--- src/rtl/cpu10_pkg.sv ---
// Shared types and constants for the 10-bit core.
// Datapath widths, forwarding select codes and hazard FSM states.
package cpu10_pkg;

    localparam int DATA_W = 10;
    localparam int ADDR_W = 3;

    typedef enum logic [1:0] {
        FWD_RF   = 2'd0,
        FWD_WB   = 2'd1,
        FWD_HIST = 2'd2
    } fwd_sel_e;

    typedef enum logic {
        ST_RUN  = 1'b0,
        ST_HOLD = 1'b1
    } state_e;

endpackage

--- src/rtl/fwd_mux.sv ---
// Forwarding select for one EX operand: WB beats HIST beats RF.
// Ports: i_rs source addr; WB/HIST candidates; o_data value, o_sel source.
module fwd_mux
    import cpu10_pkg::*;
(
    input  logic [ADDR_W-1:0] i_rs,
    input  logic              i_wb_we,
    input  logic [ADDR_W-1:0] i_wb_addr,
    input  logic [DATA_W-1:0] i_wb_data,
    input  logic              i_hist_valid,
    input  logic [ADDR_W-1:0] i_hist_addr,
    input  logic [DATA_W-1:0] i_hist_data,
    input  logic [DATA_W-1:0] i_rf_data,
    output logic [DATA_W-1:0] o_data,
    output logic [1:0]        o_sel
);

    logic w_wb_hit;
    logic w_hist_hit;

    assign w_wb_hit   = i_wb_we && (i_wb_addr == i_rs);
    assign w_hist_hit = i_hist_valid && (i_hist_addr == i_rs);

    // The WB slot is younger than history, so it must win on a double hit.
    always_comb begin
        o_data = i_rf_data;
        o_sel  = FWD_RF;
        if (w_wb_hit) begin
            o_data = i_wb_data;
            o_sel  = FWD_WB;
        end else if (w_hist_hit) begin
            o_data = i_hist_data;
            o_sel  = FWD_HIST;
        end
    end

endmodule

--- src/rtl/wb_hazard_ctrl.sv ---
// Writeback port, EX operand forwarding and load-use stall generation.
// Ports: latched WB slot in, EX/ID addrs in; RF write, fwd_*, stall_req, stall_count out.
module wb_hazard_ctrl
    import cpu10_pkg::*;
#(
    parameter int STALL_CYCLES = 1,
    parameter int CNT_W        = 8
) (
    input  logic              clk,
    input  logic              reset,
    input  logic [DATA_W-1:0] alu_result,
    input  logic [DATA_W-1:0] ram_rdata,
    input  logic              gp_reg_wb,
    input  logic              mem_re,
    input  logic [ADDR_W-1:0] wb_addr,
    input  logic              wb_stall,
    input  logic [ADDR_W-1:0] ex_rs1,
    input  logic [ADDR_W-1:0] ex_rs2,
    input  logic [DATA_W-1:0] ex_rf_a,
    input  logic [DATA_W-1:0] ex_rf_b,
    input  logic              ex_mem_re,
    input  logic              ex_reg_wb,
    input  logic [ADDR_W-1:0] ex_rd,
    input  logic [ADDR_W-1:0] id_rs1,
    input  logic [ADDR_W-1:0] id_rs2,
    input  logic              id_uses_rs2,
    output logic              rf_we,
    output logic [ADDR_W-1:0] rf_waddr,
    output logic [DATA_W-1:0] rf_wdata,
    output logic [DATA_W-1:0] fwd_a,
    output logic [DATA_W-1:0] fwd_b,
    output logic [1:0]        fwd_sel_a,
    output logic [1:0]        fwd_sel_b,
    output logic              stall_req,
    output logic [CNT_W-1:0]  stall_count
);

    localparam logic [2:0] HOLD_INIT = 3'(STALL_CYCLES - 1);

    state_e            r_state;
    state_e            w_state_nxt;
    logic [2:0]        r_hold;
    logic [2:0]        w_hold_nxt;
    logic              r_hist_valid;
    logic [ADDR_W-1:0] r_hist_addr;
    logic [DATA_W-1:0] r_hist_data;
    logic [CNT_W-1:0]  r_stall_cnt;
    logic              w_hazard;
    logic              w_stall;

    // Writes are suppressed while reset is held so nothing lands in the RF.
    assign rf_we    = gp_reg_wb & ~wb_stall & reset;
    assign rf_waddr = wb_addr;
    assign rf_wdata = mem_re ? ram_rdata : alu_result;

    fwd_mux u_fwd_a (
        .i_rs        (ex_rs1),
        .i_wb_we     (rf_we),
        .i_wb_addr   (wb_addr),
        .i_wb_data   (rf_wdata),
        .i_hist_valid(r_hist_valid),
        .i_hist_addr (r_hist_addr),
        .i_hist_data (r_hist_data),
        .i_rf_data   (ex_rf_a),
        .o_data      (fwd_a),
        .o_sel       (fwd_sel_a)
    );

    fwd_mux u_fwd_b (
        .i_rs        (ex_rs2),
        .i_wb_we     (rf_we),
        .i_wb_addr   (wb_addr),
        .i_wb_data   (rf_wdata),
        .i_hist_valid(r_hist_valid),
        .i_hist_addr (r_hist_addr),
        .i_hist_data (r_hist_data),
        .i_rf_data   (ex_rf_b),
        .o_data      (fwd_b),
        .o_sel       (fwd_sel_b)
    );

    assign w_hazard = ex_mem_re & ex_reg_wb &
                      ((ex_rd == id_rs1) |
                       (id_uses_rs2 & (ex_rd == id_rs2)));

    always_comb begin
        w_state_nxt = r_state;
        w_hold_nxt  = r_hold;
        w_stall     = 1'b0;
        case (r_state)
            ST_RUN: begin
                w_stall = w_hazard;
                // Single-bubble stalls never leave RUN.
                if (w_hazard && (STALL_CYCLES > 1)) begin
                    w_state_nxt = ST_HOLD;
                    w_hold_nxt  = HOLD_INIT;
                end
            end
            ST_HOLD: begin
                w_stall = 1'b1;
                if (r_hold == 3'd1) begin
                    w_state_nxt = ST_RUN;
                    w_hold_nxt  = 3'd0;
                end else begin
                    w_hold_nxt  = r_hold - 3'd1;
                end
            end
            default: begin
                w_state_nxt = ST_RUN;
                w_hold_nxt  = 3'd0;
            end
        endcase
    end

    assign stall_req   = w_stall & reset;
    assign stall_count = r_stall_cnt;

    always_ff @(posedge clk) begin
        if (!reset) begin
            r_state      <= ST_RUN;
            r_hold       <= 3'd0;
            r_hist_valid <= 1'b0;
            r_hist_addr  <= '0;
            r_hist_data  <= '0;
            r_stall_cnt  <= '0;
        end else begin
            r_state      <= w_state_nxt;
            r_hold       <= w_hold_nxt;
            r_hist_valid <= rf_we;
            if (rf_we) begin
                r_hist_addr <= wb_addr;
                r_hist_data <= rf_wdata;
            end
            if (stall_req && (r_stall_cnt != {CNT_W{1'b1}})) begin
                r_stall_cnt <= r_stall_cnt + 1'b1;
            end
        end
    end

endmodule

--- config.mk ---
export PLATFORM = sky130hd
export DESIGN_NAME = wb_hazard_ctrl
export DESIGN_NICKNAME = d
export VERILOG_FILES = /design/src/rtl/cpu10_pkg.sv /design/src/rtl/fwd_mux.sv /design/src/rtl/wb_hazard_ctrl.sv
export SDC_FILE = /design/constraint.sdc
export NUM_CORES = 1
export LEC_CHECK = 0
export CORE_ASPECT_RATIO = 0.9
export CORE_MARGIN = 1.5
export CORE_UTILIZATION = 37
export CTS_CLUSTER_SIZE = 14
export DETAILED_ROUTE_END_ITERATION = 8
export PLACE_DENSITY_LB_ADDON = 0.08
export REMOVE_ABC_BUFFERS = 1
export SLEW_MARGIN = 20
export SYNTH_ARGS = -nofsm -noshare
export SYNTH_HDL_FRONTEND = slang
export SYNTH_SLANG_ARGS = --single-unit
--- constraint.sdc ---
create_clock -name clk -period 3.5 [get_ports clk]
set_input_delay 1.05 -clock clk [delete_from_list [all_inputs] [get_ports clk]]
set_output_delay 1.05 -clock clk [all_outputs]
set_load 0.005 [all_outputs]
## Word-level counts from Yosys, hierarchy flattened

Index checks and enable logic that the tools add are counted.

| word-level totals | value |
|---|---|
| word-level logic and storage cells | 43 |
| bits of input ports | 66 |
| output and inout port bits | 47 |
| register bits after elaboration | 26 |

| cells by class | value |
|---|---|
| multiplexer cells | 12 |
| equality and inequality tests | 8 |
| reduce and logical (&&, ||, !) cells | 6 |
| bitwise logic cells | 9 |
| add/subtract/negate cells | 2 |

Operators with widths:

| cell | number |
|---|---|
| 10-bit two-way mux | 5 |
| 3-bit equality test | 6 |
| 8-bit by 1-bit adder with 8-bit output, second input constant | 1 |
| 2-bit two-way mux | 4 |
| 8-bit != test, second input constant | 1 |
| 1-bit AND | 6 |
| 1-bit logical AND | 5 |
| 3-bit by 1-bit equality test with 1-bit output, second input constant | 1 |
| 3-bit two-way mux | 1 |
| 3-bit by 1-bit subtractor with 3-bit output, second input constant | 1 |
| 1-bit inverter | 2 |
| 1-bit case mux with 2 select lines | 1 |
| 2-bit AND reduction | 1 |
| 1-bit two-way mux | 1 |
| 1-bit OR | 1 |

## Logic depth before layout (Yosys ltp)

| logic depth | value |
|---|---|
| word-level depth | 7 |
| gate-level depth with buffers | 6 |
| depth with buffers taken out | 6 |

## By module

Synthesis repeated with hierarchy kept, for this count alone.

| unflattened totals | value |
|---|---|
| cell total of the unflattened synthesis | 235 |
| area, all modules | 1868.0 um^2 |

Modules (own cells, without submodules):

| module | area each (um^2) | seq. area each (um^2) | times used | cells an instance |
|---|---|---|---|---|
| wb_hazard_ctrl | 1257.5 | 520.5 | 1 | 147 |
| fwd_mux | 305.3 | 0.0 | 2 | 44 |

## Worst setup path after synthesis

No wires, ideal clock.

| timing path | value |
|---|---|
| path kind | input to output |
| start point | input port reset |
| end point | output port fwd_a[1] |
| required time | 2450 ps |
| slack | 176 ps |
| path buffers | 2 |
| data arrival time | 2274 ps |
| cell stages on the path | 6 |
| cells stage by stage | buf_4 nand3b_1 nor4_1 clkbuf_1 nand2_1 o21ai_0 |

| between the ends | value |
|---|---|
| cells in the longest elaborated chain, start to end | 3 |

Ends and longest elaborated chain:

| element | RTL line | RTL |
|---|---|---|
| from (decl) | wb_hazard_ctrl.sv:10 | `input logic reset,` |
| 1-bit AND | wb_hazard_ctrl.sv:52 | `assign rf_we = gp_reg_wb & ~wb_stall & reset;` |
| 1-bit logical AND | fwd_mux.sv:21 | `assign w_wb_hit = i_wb_we && (i_wb_addr == i_rs);` |
| via u_fwd_a.w_wb_hit | fwd_mux.sv:18 | `logic w_wb_hit;` |
| 10-bit two-way mux | fwd_mux.sv:28 | `if (w_wb_hit) begin` |
| to (decl) | wb_hazard_ctrl.sv:30 | `output logic [DATA_W-1:0] fwd_a,` |

The timed path passes the listed nets, and every way through them passes these cells.

## Worst setup path in the final report

| timing path | value |
|---|---|
| start point | input port id_rs2[0] |
| end point | output port stall_req |

| between the ends | value |
|---|---|
| cells in the longest elaborated chain, start to end | 6 |

Ends and longest elaborated chain:

| element | RTL line | RTL |
|---|---|---|
| from (decl) | wb_hazard_ctrl.sv:25 | `input logic [ADDR_W-1:0] id_rs2,` |
| 3-bit equality test | wb_hazard_ctrl.sv:84 | `(id_uses_rs2 & (ex_rd == id_rs2)));` |
| 1-bit AND | wb_hazard_ctrl.sv:84 |  |
| 1-bit OR | wb_hazard_ctrl.sv:83 | `((ex_rd == id_rs1) \|` |
| 1-bit AND | wb_hazard_ctrl.sv:82 | `assign w_hazard = ex_mem_re & ex_reg_wb &` |
| 1-bit case mux with 2 select lines | wb_hazard_ctrl.sv:90 | `case (r_state)` |
| 1-bit AND | wb_hazard_ctrl.sv:115 | `assign stall_req = w_stall & reset;` |
| to (decl) | wb_hazard_ctrl.sv:34 | `output logic stall_req,` |

No other way between the ends.

==> run metrics <==
status completed; IO Count roughly 110; total of max-cap violations 0; Worst Tran Pin Value 0.474 ns; sequential area share after synthesis between 20% and 30%; DRC Markers 0; fmax between 200 and 300 MHz; DP Wirelength 4560 microns; GRT met3 Usage 4.08%; Flop pwr share 38.4%; Inserted Diodes 0; mux cell area share after synthesis 20.0%; initial antenna violation count 0; CP max stage cell or4_4; Initial Utilization 37.9%; GR Overflow Total 0; Seq cells post-synth 26; first-pass GRT wire length approximately 11000 microns; Final Cycle Share 98.9%; Syn. warnings 0; utilization after layout 73.0%; cell area after layout between 3000 and 4000 sq um; CTS max path bufs 2; Slew HR 68.4%; clk slew on worst S/H paths 0.10 ns; crit end category output port; nets 459; fillers 397; Adder-Cell Fraction of Synth Area 2.06%; Die Height 69.6 microns; CTS tree done; post-synthesis cell type count 30; commonest non-fill, non-tap cells in the layout 60 x clkdlybuf4s50_1, 40 x buf_4, 32 x nand2_1, 26 x dfxtp_1, 24 x mux2i_1; Final min period 3.46 ns; Chip Width 77.0 microns; RSZ-0062 raised after global routing yes; Tot GR Track Use 24.5%; met2 Use GR about 45%; Layout Skew between 0.006 and 0.007 ns; CTS hold repair buffers 0; vias after detailed routing ~2200; WL per Instance approximately 14 microns; Sw Share 25.4%; hold slack 0.479 ns; Max rail drop VDD between 150 and 200 uV; Post-Syn Area per Cell 7.75 sq um; Syn Std Cell Area ~1800 sq um; PwrDens approximately 230 nW/um^2; TritonRoute pass-1 iters 4; Pleak ~0.0017 uW; worst-path cell chain clkdlybuf4s50_1 > xor2_1 > or4_4 > and3_4 > inv_2 > buf_6; CTS Buf Count 3; Vias/cell ~4.8; Clock Latency Late Sink 0.27 ns; final setup violation count 0; CP arrival 2.41 ns; Post-Synthesis Cells 235; H-tree levels 1; final hold vios 0; Finished Layout Cells 454; power share of the combinational group a little under a third; Die ar. 5350 sq um; Post-Synth XOR/XNOR Area a little under a tenth; HP Class register to register; vias in the first global route 2241; layout cells sized above 1 32.1%; pre-CTS WS -0.670 ns; final setup margin 0.0370 ns; largest net degree at the start of global routing 16; final WL 6550 microns; Buffers on Ports approximately 110; critical path class input port to output port; post-synthesis simple-gate area fraction about a quarter; CTS sink count 26; Synth Area in Compound Gates between 8 and 9%; CP Max Fanout 2; First DRT Iteration DRCs 67; FP Rows 24; synth-to-layout area growth 92.5%; clock root cell clkbuf_8; multi-input logic area 1340 sq um; Post-DP Area 3150 sq um; GRT met1 Usage 30.1%; largest family of logic cells by synthesized area simple AND/OR/NAND/NOR gates; ANT nets after route 0; startpoint types input port; Reg area around 520 sq um; Critical Path RT 2.45 ns; Most Crowded Layer GR met2; Switch Pwr 207 uW; max incr delay on CP 0.51 ns; commonest non-fill, non-tap cell in the layout clkdlybuf4s50_1; Core Box Area approximately 4800 sq um; Placer Congestion about 0.84; DP Cell Count 422; Pint 608 uW; clock share of power 31.3%; Slew Viols, Final 0
-- power groups by stage --
stage | combinational, uW | sequential (uW) | clock, uW
floorplan | 70.5 | 317 | 0
global placement | 238 | 319 | 0
detailed placement | 240 | 319 | 0
CTS | 242 | 313 | 258
global route | 265 | 314 | 274
finish | 247 | 313 | 255
-- cells by family after synthesis --
logic type / Yosys count
and+or+nand+nor: 100
AOI/OAI and AO/OA: 28
muxes: 35
buffers and inverters: 24
xor gates and xnor gates: 19
adders and majority gates: 3
DFF: 26
-- worst max-delay path: cells and delay by family --
family	cells	cell delay [ns]
xor+xnor	1	0.14
buf+inv	3	0.54
simple gates	2	0.68
-- Yosys cell counts --
| master | number | share of area (%) |
|---|---|---|
| or4_1 | 1 | 0.41 |
| nor4_1 | 2 | 0.69 |
| ha_1 | 3 | 2.1 |
| nand3_1 | 9 | 2.5 |
| or4_4 | 2 | 1.2 |
| mux2i_1 | 24 | 13 |
| a211oi_1 | 1 | 0.41 |
| and2_1 | 1 | 0.34 |
| dfxtp_1 | 26 | 29 |
| nand4_1 | 6 | 2.1 |
| a21oi_1 | 2 | 0.55 |
| clkbuf_1 | 7 | 1.4 |
| buf_1 | 4 | 0.82 |
| o41ai_1 | 1 | 0.48 |
| a31oi_2 | 1 | 0.69 |
| o21ai_0 | 22 | 6.0 |
| nand3b_1 | 1 | 0.41 |
| nand2_1 | 41 | 8.4 |
| and3_4 | 1 | 0.62 |
| nand2b_1 | 2 | 0.69 |
| nor2_1 | 23 | 4.7 |
| xor2_1 | 12 | 5.8 |
| mux2_2 | 11 | 6.8 |
| nor4b_1 | 1 | 0.48 |
| nor3_1 | 9 | 2.5 |
| and3b_1 | 1 | 0.48 |
| inv_1 | 7 | 1.4 |
| buf_4 | 6 | 2.5 |
| xnor2_1 | 7 | 3.4 |
| a31oi_1 | 1 | 0.34 |
-- sequential cells by signal, summed over array words and instances, names as in the netlist --
signal        count
r_hist_valid      1
r_hold            3
stall_count       8
r_hist_data      10
r_hist_addr       3
r_state           1
-- final timing paths --
kind | start | end | slack, ns | depth (start not counted)
min | r_hist_data[5] | r_hist_data[5] | 0.48 | 2
max reg2reg | r_state | stall_count[7] | 1.83 | 6
max | id_rs2[0] | stall_req | 0.04 | 6
min reg2reg | r_hist_data[5] | r_hist_data[5] | 0.48 | 2
-- through the flow --
stage	TNS, ns	total power (uW)
2_1_floorplan	-22.48	388
3_3_place_gp	-13.96	556
3_5_place_dp	-15.52	560
4_1_cts	0	812
5_1_grt	-0.180	853
6_report	0	815
-- cell type report --
type | instances | share of cell area, %
timing repair buffer | 167 | 41.9
multi-input combinational | 185 | 38.2
sequential | 26 | 14.8
tap | 65 | 2.32
clock buffer | 3 | 1.18
clock inverter | 1 | 0.856
inverter | 7 | 0.749
-- per-layer routing --
layer | vias to the layer above | share of wire (%)
li1 | 1104 | -
met1 | 1003 | 43
met2 | 81 | 50
met3 | 4 | 6.2
met4 | 0 | 0.52
met5 | - | 0
-- repair_timing --
| item | in CTS | in global routing |
|---|---|---|
| resized for setup | 164 | 39 |
| setup endpoints to repair | 36 | 25 |
| pin swaps | 12 | 16 |
| setup buffers | 22 | 2 |
| gates cloned | 4 | 0 |
No activity file was read; power rests on OpenSTA's default activity.
